--- src/rtl/vending_machine_param.sv ---
// Parametrised multi-product vending controller: saturating credit, per-product
// prices, cancel, and largest-denomination-first change return.
module vending_machine_param #(
    parameter int unsigned                  NUM_PROD   = 4,
    parameter int unsigned                  SEL_W      = 2,
    parameter int unsigned                  PRICE_W    = 8,
    parameter logic [NUM_PROD*PRICE_W-1:0]  PRICES     = {8'd15, 8'd10, 8'd7, 8'd5},
    parameter int unsigned                  MAX_CREDIT = 50
) (
    input  logic               clk,
    input  logic               rst,
    input  logic               coin_valid,
    input  logic [1:0]         coin,
    input  logic               buy,
    input  logic [SEL_W-1:0]   sel,
    input  logic               cancel,
    output logic               product,
    output logic [SEL_W-1:0]   product_id,
    output logic               change,
    output logic [1:0]         change_coin,
    output logic [PRICE_W-1:0] credit,
    output logic               busy,
    output logic               coin_reject,
    output logic               insufficient,
    output logic               sel_err
);

    typedef enum logic [1:0] {
        S_IDLE    = 2'd0,
        S_COLLECT = 2'd1,
        S_VEND    = 2'd2,
        S_CHANGE  = 2'd3
    } state_t;

    localparam logic [PRICE_W:0]   MAX_C = (PRICE_W+1)'(MAX_CREDIT);
    localparam logic [PRICE_W-1:0] D1    = PRICE_W'(1);
    localparam logic [PRICE_W-1:0] D2    = PRICE_W'(2);
    localparam logic [PRICE_W-1:0] D5    = PRICE_W'(5);
    localparam logic [PRICE_W-1:0] D10   = PRICE_W'(10);

    state_t             state_q;
    logic [PRICE_W-1:0] credit_q;
    logic               product_q;
    logic [SEL_W-1:0]   product_id_q;
    logic               change_q;
    logic [1:0]         change_coin_q;
    logic               busy_q;
    logic               coin_reject_q;
    logic               insufficient_q;
    logic               sel_err_q;

    logic [PRICE_W-1:0] coin_val;
    logic [PRICE_W:0]   coin_sum;
    logic               coin_fits;
    logic               sel_ok;
    logic [PRICE_W-1:0] sel_price;
    logic [1:0]         chg_code;
    logic [PRICE_W-1:0] chg_val;
    logic [PRICE_W-1:0] chg_rem;

    always_comb begin
        unique case (coin)
            2'b00:   coin_val = D1;
            2'b01:   coin_val = D2;
            2'b10:   coin_val = D5;
            default: coin_val = D10;
        endcase
        coin_sum  = {1'b0, credit_q} + {1'b0, coin_val};
        coin_fits = (coin_sum <= MAX_C);
    end

    always_comb begin
        sel_ok    = 1'b0;
        sel_price = '0;
        for (int unsigned i = 0; i < NUM_PROD; i++) begin
            if (sel == SEL_W'(i)) begin
                sel_ok    = 1'b1;
                sel_price = PRICES[i*PRICE_W +: PRICE_W];
            end
        end
    end

    always_comb begin
        if (credit_q >= D10) begin
            chg_code = 2'b11;
            chg_val  = D10;
        end else if (credit_q >= D5) begin
            chg_code = 2'b10;
            chg_val  = D5;
        end else if (credit_q >= D2) begin
            chg_code = 2'b01;
            chg_val  = D2;
        end else begin
            chg_code = 2'b00;
            chg_val  = D1;
        end
        chg_rem = credit_q - chg_val;
    end

    // The first change coin is issued on the same edge that accepts cancel or
    // leaves VEND, so change pulses follow with no idle cycle in between.
    always_ff @(posedge clk or posedge rst) begin
        if (rst) begin
            state_q        <= S_IDLE;
            credit_q       <= '0;
            product_q      <= 1'b0;
            product_id_q   <= '0;
            change_q       <= 1'b0;
            change_coin_q  <= '0;
            busy_q         <= 1'b0;
            coin_reject_q  <= 1'b0;
            insufficient_q <= 1'b0;
            sel_err_q      <= 1'b0;
        end else begin
            product_q      <= 1'b0;
            product_id_q   <= '0;
            change_q       <= 1'b0;
            change_coin_q  <= '0;
            coin_reject_q  <= 1'b0;
            insufficient_q <= 1'b0;
            sel_err_q      <= 1'b0;

            unique case (state_q)
                S_IDLE, S_COLLECT: begin
                    if (cancel && (credit_q != '0)) begin
                        change_q      <= 1'b1;
                        change_coin_q <= chg_code;
                        credit_q      <= chg_rem;
                        state_q       <= (chg_rem == '0) ? S_IDLE : S_CHANGE;
                        busy_q        <= (chg_rem != '0);
                        coin_reject_q <= coin_valid;
                    end else if (buy && sel_ok && (credit_q >= sel_price)) begin
                        product_q     <= 1'b1;
                        product_id_q  <= sel;
                        credit_q      <= credit_q - sel_price;
                        state_q       <= S_VEND;
                        busy_q        <= 1'b1;
                        coin_reject_q <= coin_valid;
                    end else begin
                        // A refused buy does not block a coin arriving with it.
                        if (buy) begin
                            sel_err_q      <= !sel_ok;
                            insufficient_q <= sel_ok;
                        end
                        if (coin_valid) begin
                            if (coin_fits) begin
                                credit_q <= coin_sum[PRICE_W-1:0];
                                state_q  <= S_COLLECT;
                            end else begin
                                coin_reject_q <= 1'b1;
                            end
                        end
                    end
                end

                S_VEND, S_CHANGE: begin
                    coin_reject_q <= coin_valid;
                    if (credit_q != '0) begin
                        change_q      <= 1'b1;
                        change_coin_q <= chg_code;
                        credit_q      <= chg_rem;
                        state_q       <= (chg_rem == '0) ? S_IDLE : S_CHANGE;
                        busy_q        <= (chg_rem != '0);
                    end else begin
                        state_q <= S_IDLE;
                        busy_q  <= 1'b0;
                    end
                end

                default: begin
                    state_q  <= S_IDLE;
                    credit_q <= '0;
                    busy_q   <= 1'b0;
                end
            endcase
        end
    end

    assign product      = product_q;
    assign product_id   = product_id_q;
    assign change       = change_q;
    assign change_coin  = change_coin_q;
    assign credit       = credit_q;
    assign busy         = busy_q;
    assign coin_reject  = coin_reject_q;
    assign insufficient = insufficient_q;
    assign sel_err      = sel_err_q;

endmodule

--- config.mk ---
export PLATFORM = sky130hd
export DESIGN_NAME = vending_machine_param
export DESIGN_NICKNAME = d
export VERILOG_FILES = /design/src/rtl/vending_machine_param.sv
export SDC_FILE = /design/constraint.sdc
export NUM_CORES = 1
export LEC_CHECK = 0
export CELL_PAD_IN_SITES_DETAIL_PLACEMENT = 0
export CELL_PAD_IN_SITES_GLOBAL_PLACEMENT = 1
export CORE_ASPECT_RATIO = 0.5
export CORE_MARGIN = 2
export CORE_UTILIZATION = 37
export CTS_BUF_LIST = sky130_fd_sc_hd__clkbuf_8 sky130_fd_sc_hd__clkbuf_16
export DETAILED_ROUTE_END_ITERATION = 8
export MAX_ROUTING_LAYER = met4
export PLACE_DENSITY_LB_ADDON = 0.1
export SETUP_SLACK_MARGIN = 0.3
export SLEW_MARGIN = 20
export SYNTH_ARGS = -nofsm -noshare
export SYNTH_HDL_FRONTEND = slang
export SYNTH_SLANG_ARGS = --single-unit
--- constraint.sdc ---
create_clock -name clk -period 2.62 [get_ports clk]
set_input_delay 0.524 -clock clk [delete_from_list [all_inputs] [get_ports clk]]
set_output_delay 0.524 -clock clk [all_outputs]
set_load 0.05 [all_outputs]
==> flow_metrics.py, run 1 <==
metrics = {
    "outcome": {
        "status": "finished with violations",
        "violations": "setup timing",
    },
    "route": {
        "drt-initial-drc-count": 74,
        "num_vias": 1826,
        "post_drt_wl_per_cell_um": 15.9,
        "first_pass_iters": 4,
        "drt-total-wl_um": 5540,
        "drc": 0,
        "drtAntennaViolNets": 0,
        "vias_per_cell": 5.23,
    },
    "synth": {
        "async_flop_share_pct": 100,
        "yosysWarnings": 0,
        "synthDistinctLibCells": 56,
        "ys_ff_latch": 19,
        "synth_edf_count": 0,
        "syn_inst": 197,
        "synthDominantCellAreaShare_pct": 26.8,
        "synth_area_mm2": 0.00178,
        "yosys-top-cells-area": "dfrtp_1 27%, ha_1 8.5%, nor2_1 4.0%, fa_1 3.4%, a21oi_1 3.1%",
        "synth_area_leader_cell": "dfrtp_1",
        "syn_avg_cell_area_um2": 9.02,
        "synth_ff_type": "dfrtp_1",
        "synth_nets": 221,
        "synthTopCellsByCount": "19 x dfrtp_1, 19 x nor2_1, 14 x inv_1",
        "yosysSeqAreaShare_pct": 26.8,
    },
    "worst_setup_path": {
        "arrival_ps": 2890,
        "r2r_end": "credit[3]",
        "critical_path.startpoint_type": "register",
        "crit_type": "register to register",
        "timing.rr.start": "credit[4]",
        "critPathCaptureType": "register",
        "crit_fanout": 3,
        "cp-endpoint": "credit[3]",
        "crit_start": "credit[4]",
        "regToRegSetupSlack_ps": -130,
        "r2r_cells": 10,
        "crit_required_ps": 2770,
    },
    "die": {
        "dieArea_mm2": 0.00541,
        "chipHeight_um": 53,
        "die_w_um": 102,
        "initial_core_util_pct": 39.4,
        "num_io_pins": 27,
        "coreArea_mm2": 0.00451,
        "rows": 17,
    },
    "cts": {
        "cts_buffers": 3,
        "htreeDepth": 1,
        "cts_num_sinks": 19,
        "cts_hold_buf": 0,
        "clkTransAtPathRegs_ps": 80,
        "cts_tree": "yes",
        "clk_path_buf_depth": 2,
        "cts_root_buffer": "clkbuf_8",
        "insertion_delay_ps": 260,
    },
    "placed_design": {
        "dp_cells": 333,
        "place_congestion": 0.905,
        "dpl.hpwl_um": 4290,
        "portBuffers": 26,
        "dpl_cell_area_mm2": 0.00254,
    },
    "grt": {
        "antenna_found_initial": 0,
        "grt_use_total_pct": 22.6,
        "grt_first_pass_wirelength_um": 8820,
        "grt_max_degree": 20,
        "first_global_vias": 1800,
        "grt_remaining_overflow": 0,
    },
    "timing": {
        "final-hold-violation-count": 0,
        "rsz0062_at_grt": "yes",
        "finalCriticalPeriod_ps": 2750,
        "period_share_pct": 105,
        "final_max_slew_viol_count": 0,
        "setup_tns_ps": -446,
        "worst_pin_slew_ps": 764,
        "setup-violations-final": 6,
        "worst_slack_ps": -128,
        "relSlewSlack_pct": 49.0,
        "max_clock_freq_mhz": 364,
        "skew_ps": 5.21,
    },
    "pwr": {
        "power_leakage_nw": 1.21,
        "p_per_area_mw_per_mm2": 1340,
        "ir_drop_uv": 676,
        "power_mw": 3.86,
    },
    "layout": {
        "drive_above_1_share_pct": 46.3,
        "syn_to_final_growth_pct": 61.8,
        "final_area_mm2": 0.00287,
        "layout.cells.non_filler": 349,
        "postLayoutCoreUtil_pct": 63.7,
        "nFillCells": 414,
        "antenna_cells": 0,
        "nets": 308,
    },
    "worst_hold_path": {
        "hold_path.startpoint": "busy",
        "hold_path.class": "register to register",
    },
    "flow_run": {
        "cap_violations": 0,
    },
}
[worst min path at each step]
| stage | to | slack, ps | cells past startpoint |
|---|---|---|---|
| 3_5_place_dp | busy | 550 | 2 |
| 5_1_grt | busy | 560 | 2 |
| 3_3_place_gp | busy | 510 | 2 |
| 6_report | busy | 540 | 2 |
| 4_1_cts | busy | 560 | 2 |
| 2_1_floorplan | busy | 470 | 1 |
[layout by cell type (no fill, tap or decap), drive strengths merged, types with 7 or more instances in the layout]
master and n:
inv 14, a21oi 13, nand2 11, clkdlybuf4s50 22
a21o 7, o21ai 10, nor2 19, ha 12
buf 64, dfrtp 19
[what timing repair did]
| action | CTS | global route |
|---|---|---|
| pin swaps | 20 | 14 |
| hold endpoints to repair | 0 | 0 |
| gates cloned | 0 | 0 |
| endpoints found under the setup margin | 15 | 11 |
| buffers inserted | 7 | 5 |
| gates resized for setup | 33 | 14 |
[power breakdown]
group / leakage [nW] / switching (mW) / internal, mW
Combinational: 0.969 / 1.70 / 1.51
Clock: 0.0255 / 0.107 / 0.106
Sequential: 0.211 / 0.0495 / 0.390
[routing by layer]
layer  global-route usage, %  part of all wire (%)
met5                       -                     0
met3                    3.43                   6.2
met2                    36.3                    45
met4                    2.89                  0.40
met1                    31.3                    48
[registers in the layout, indices dropped and copies added, names as in the netlist]
| signal | flops |
|---|---|
| busy | 1 |
| change | 1 |
| change_coin | 2 |
| coin_reject | 1 |
| credit | 8 |
| insufficient | 1 |
| product | 1 |
| product_id | 2 |
| sel_err | 1 |
| state_q | 1 |
[metrics by stage]
step | setup WS (ps) | hold slack (ps)
after floorplan | -245 | 475
after global placement | -452 | 513
after detailed placement | -519 | 548
after CTS | -90.8 | 564
after global routing | -192 | 564
final | -128 | 536
[critical path, cell delays in order (launching register included)]
cell and delay [ps]:
dfrtp_2 400, or4_4 570, buf_4 170, nor2_4 80
ha_1 220, nor2b_1 130, o21a_1 210, or3_1 330
a21oi_2 170, a31oi_1 60, mux2_4 290
[kinds of logic after synthesis]
logic type,count (synthesis),share of synthesized area [%]
flip-flops,19,26.8
buffers and inverters,22,6.41
AND/OR/NAND/NOR,68,21.6
XOR/XNOR,8,4.37
other,1,0.211
multiplexers,5,3.38
adder cells (fa/ha/maj),15,11.8
AO/OA/AOI/OAI,59,25.4
[cell type report]
type,instances,area [um^2],area share (%)
Multi-Input combinational cell,156,1440,50.1
Inverter,14,57.6,2.00
Timing Repair Buffer,90,766,26.6
Clock inverter,1,5.00,0.174
Tap cell,66,82.6,2.87
Clock buffer,3,41.3,1.44
Sequential cell,19,483,16.8
Note: power is estimated with default switching activity, not from simulation.
==> run 2: changes to the inputs <==
- CORE_ASPECT_RATIO: 0.5 -> 2
==> flow_metrics.py, run 2 (synthesis results as in run 1) <==
metrics = {
    "layout": {
        "nFillCells": 395,
        "layout.cells.non_filler": 328,
        "final_common_cell": "buf_4",
        "largest_reg_flops": 8,
        "syn_to_final_growth_pct": 59.9,
        "drive_above_1_share_pct": 44.7,
        "final_cell_mix": "48 x buf_4, 20 x clkdlybuf4s50_1, 14 x nor2_1",
        "ff_latch_area_um2": 483,
        "final_area_mm2": 0.00284,
        "antenna_cells": 0,
        "nets": 298,
        "multi_input_area_mm2": 0.00147,
    },
    "timing": {
        "final_max_slew_viol_count": 0,
        "relSlewSlack_pct": 48.1,
        "finalCriticalPeriod_ps": 2730,
        "final-hold-violation-count": 0,
        "period_share_pct": 104,
        "worst_slack_ps": -108,
        "rsz0062_at_grt": "yes",
        "max_clock_freq_mhz": 367,
        "skew_ps": 2.10,
        "worst_pin_slew_ps": 777,
        "setup-violations-final": 6,
        "setup_tns_ps": -391,
    },
    "pwr": {
        "ir_drop_uv": 781,
        "power_leakage_nw": 1.19,
        "p_per_area_mw_per_mm2": 1350,
    },
    "outcome": {
        "violations": "setup timing",
        "status": "finished with violations",
    },
    "cts": {
        "cts_tree": "yes",
        "cts_num_sinks": 19,
        "insertion_delay_ps": 260,
        "cts_buffers": 3,
        "clk_path_buf_depth": 2,
        "clkTransAtPathRegs_ps": 80,
        "cts_root_buffer": "clkbuf_8",
        "cts_hold_buf": 0,
        "htreeDepth": 1,
    },
    "die": {
        "die_w_um": 53,
        "coreArea_mm2": 0.00460,
        "num_io_pins": 27,
        "initial_core_util_pct": 38.6,
        "chipHeight_um": 102,
        "rows": 35,
        "dieArea_mm2": 0.00541,
    },
    "route": {
        "first_pass_iters": 4,
        "vias_per_cell": 5.56,
        "drc": 0,
        "post_drt_wl_per_cell_um": 18.3,
        "drtAntennaViolNets": 0,
        "drt-initial-drc-count": 50,
        "num_vias": 1824,
        "drt-total-wl_um": 5990,
    },
    "worst_setup_path": {
        "critPathCaptureType": "register",
        "crit_fanout": 4,
        "critical_path.startpoint_type": "register",
        "crit_required_ps": 2740,
        "crit_type": "register to register",
        "arrival_ps": 2850,
    },
    "grt": {
        "grt_max_degree": 20,
        "antenna_found_initial": 0,
        "first_global_vias": 1955,
        "grt_first_pass_wirelength_um": 9400,
        "grt_remaining_overflow": 0,
        "grt_use_total_pct": 24.7,
    },
    "worst_hold_path": {
        "hold_path.class": "register to register",
    },
    "placed_design": {
        "dpl_cell_area_mm2": 0.00247,
        "dp_cells": 313,
        "dpl.hpwl_um": 4750,
        "portBuffers": 26,
        "place_congestion": 0.937,
    },
    "flow_run": {
        "cap_violations": 0,
    },
}
-- run 2: changes by cell type in the layout (fill, tap and decap cells not counted), moves of 2 or more --
| cell | change |
|---|---|
| buf_4 | -9 |
| dlymetal6s2s_1 | +3 |
| buf_6 | -2 |
| clkdlybuf4s50_1 | -2 |
| ha_4 | +2 |
-- run 2: repair_timing --
item                                    4_1_cts  5_1_grt
setup buffers                                 6        5
gates resized for setup                      33       18
pin swaps                                    24       22
endpoints found under the setup margin       14       11
endpoints found under the hold margin         0        0
-- run 2: power by group --
| part | switching [mW] | leakage, nW | total [mW] | internal [mW] |
|---|---|---|---|---|
| Sequential | 0.0598 | 0.211 | 0.450 | 0.390 |
| Clock | 0.107 | 0.0255 | 0.213 | 0.106 |
| Combinational | 1.70 | 0.956 | 3.18 | 1.48 |
| Total | 1.87 | 1.19 | 3.84 | 1.98 |
-- run 2: layout make-up --
cell class | count | share of cell area (%)
clock buffer | 3 | 1.45
clock inverter | 1 | 0.176
inverter | 14 | 2.29
multi-input combinational | 156 | 51.9
sequential | 19 | 17.0
tap | 55 | 2.42
timing repair buffer | 80 | 24.8
-- run 2: worst paths after layout --
check	from	end	slack [ps]	depth (start not counted)
max	credit[4]	state_q[1]	-110	11
min	busy	busy	550	2
max reg2reg	credit[4]	state_q[1]	-110	11
min reg2reg	busy	busy	550	2
max in group asynchronous	rst	credit[1]	1380	2
min in group asynchronous	rst	credit[7]	700	2
-- run 2: per-stage QoR --
step | utilization (%) | worst slack (ps) | hold WS [ps] | total power [mW]
floorplan | - | -245 | 475 | 2.19
global placement | 53.7 | -486 | 530 | 3.08
detailed placement | 53.7 | -545 | 524 | 3.14
CTS | 58.8 | -152 | 540 | 3.62
global route | 61.8 | -213 | 605 | 4.10
finish | 61.8 | -108 | 545 | 3.84
-- run 2: metal layers --
metal  wire length [um]  GRT usage (%)  vias up
met5                  0              -        -
met4                182           9.27        0
met3                197           1.75       12
met2               3460           47.1       51
met1               2150           25.0      886
li1                   -              -      875
-- run 2: worst max-delay path, stage by stage, from the launching register on --
cell and delay [ps]:
dfrtp_2 400, or4_4 610, nor2_4 140, ha_4 140
inv_2 30, fa_2 340, a21o_1 190, a21oi_4 180
xnor2_1 140, nand3_1 140, o21ai_2 200, a21oi_1 90
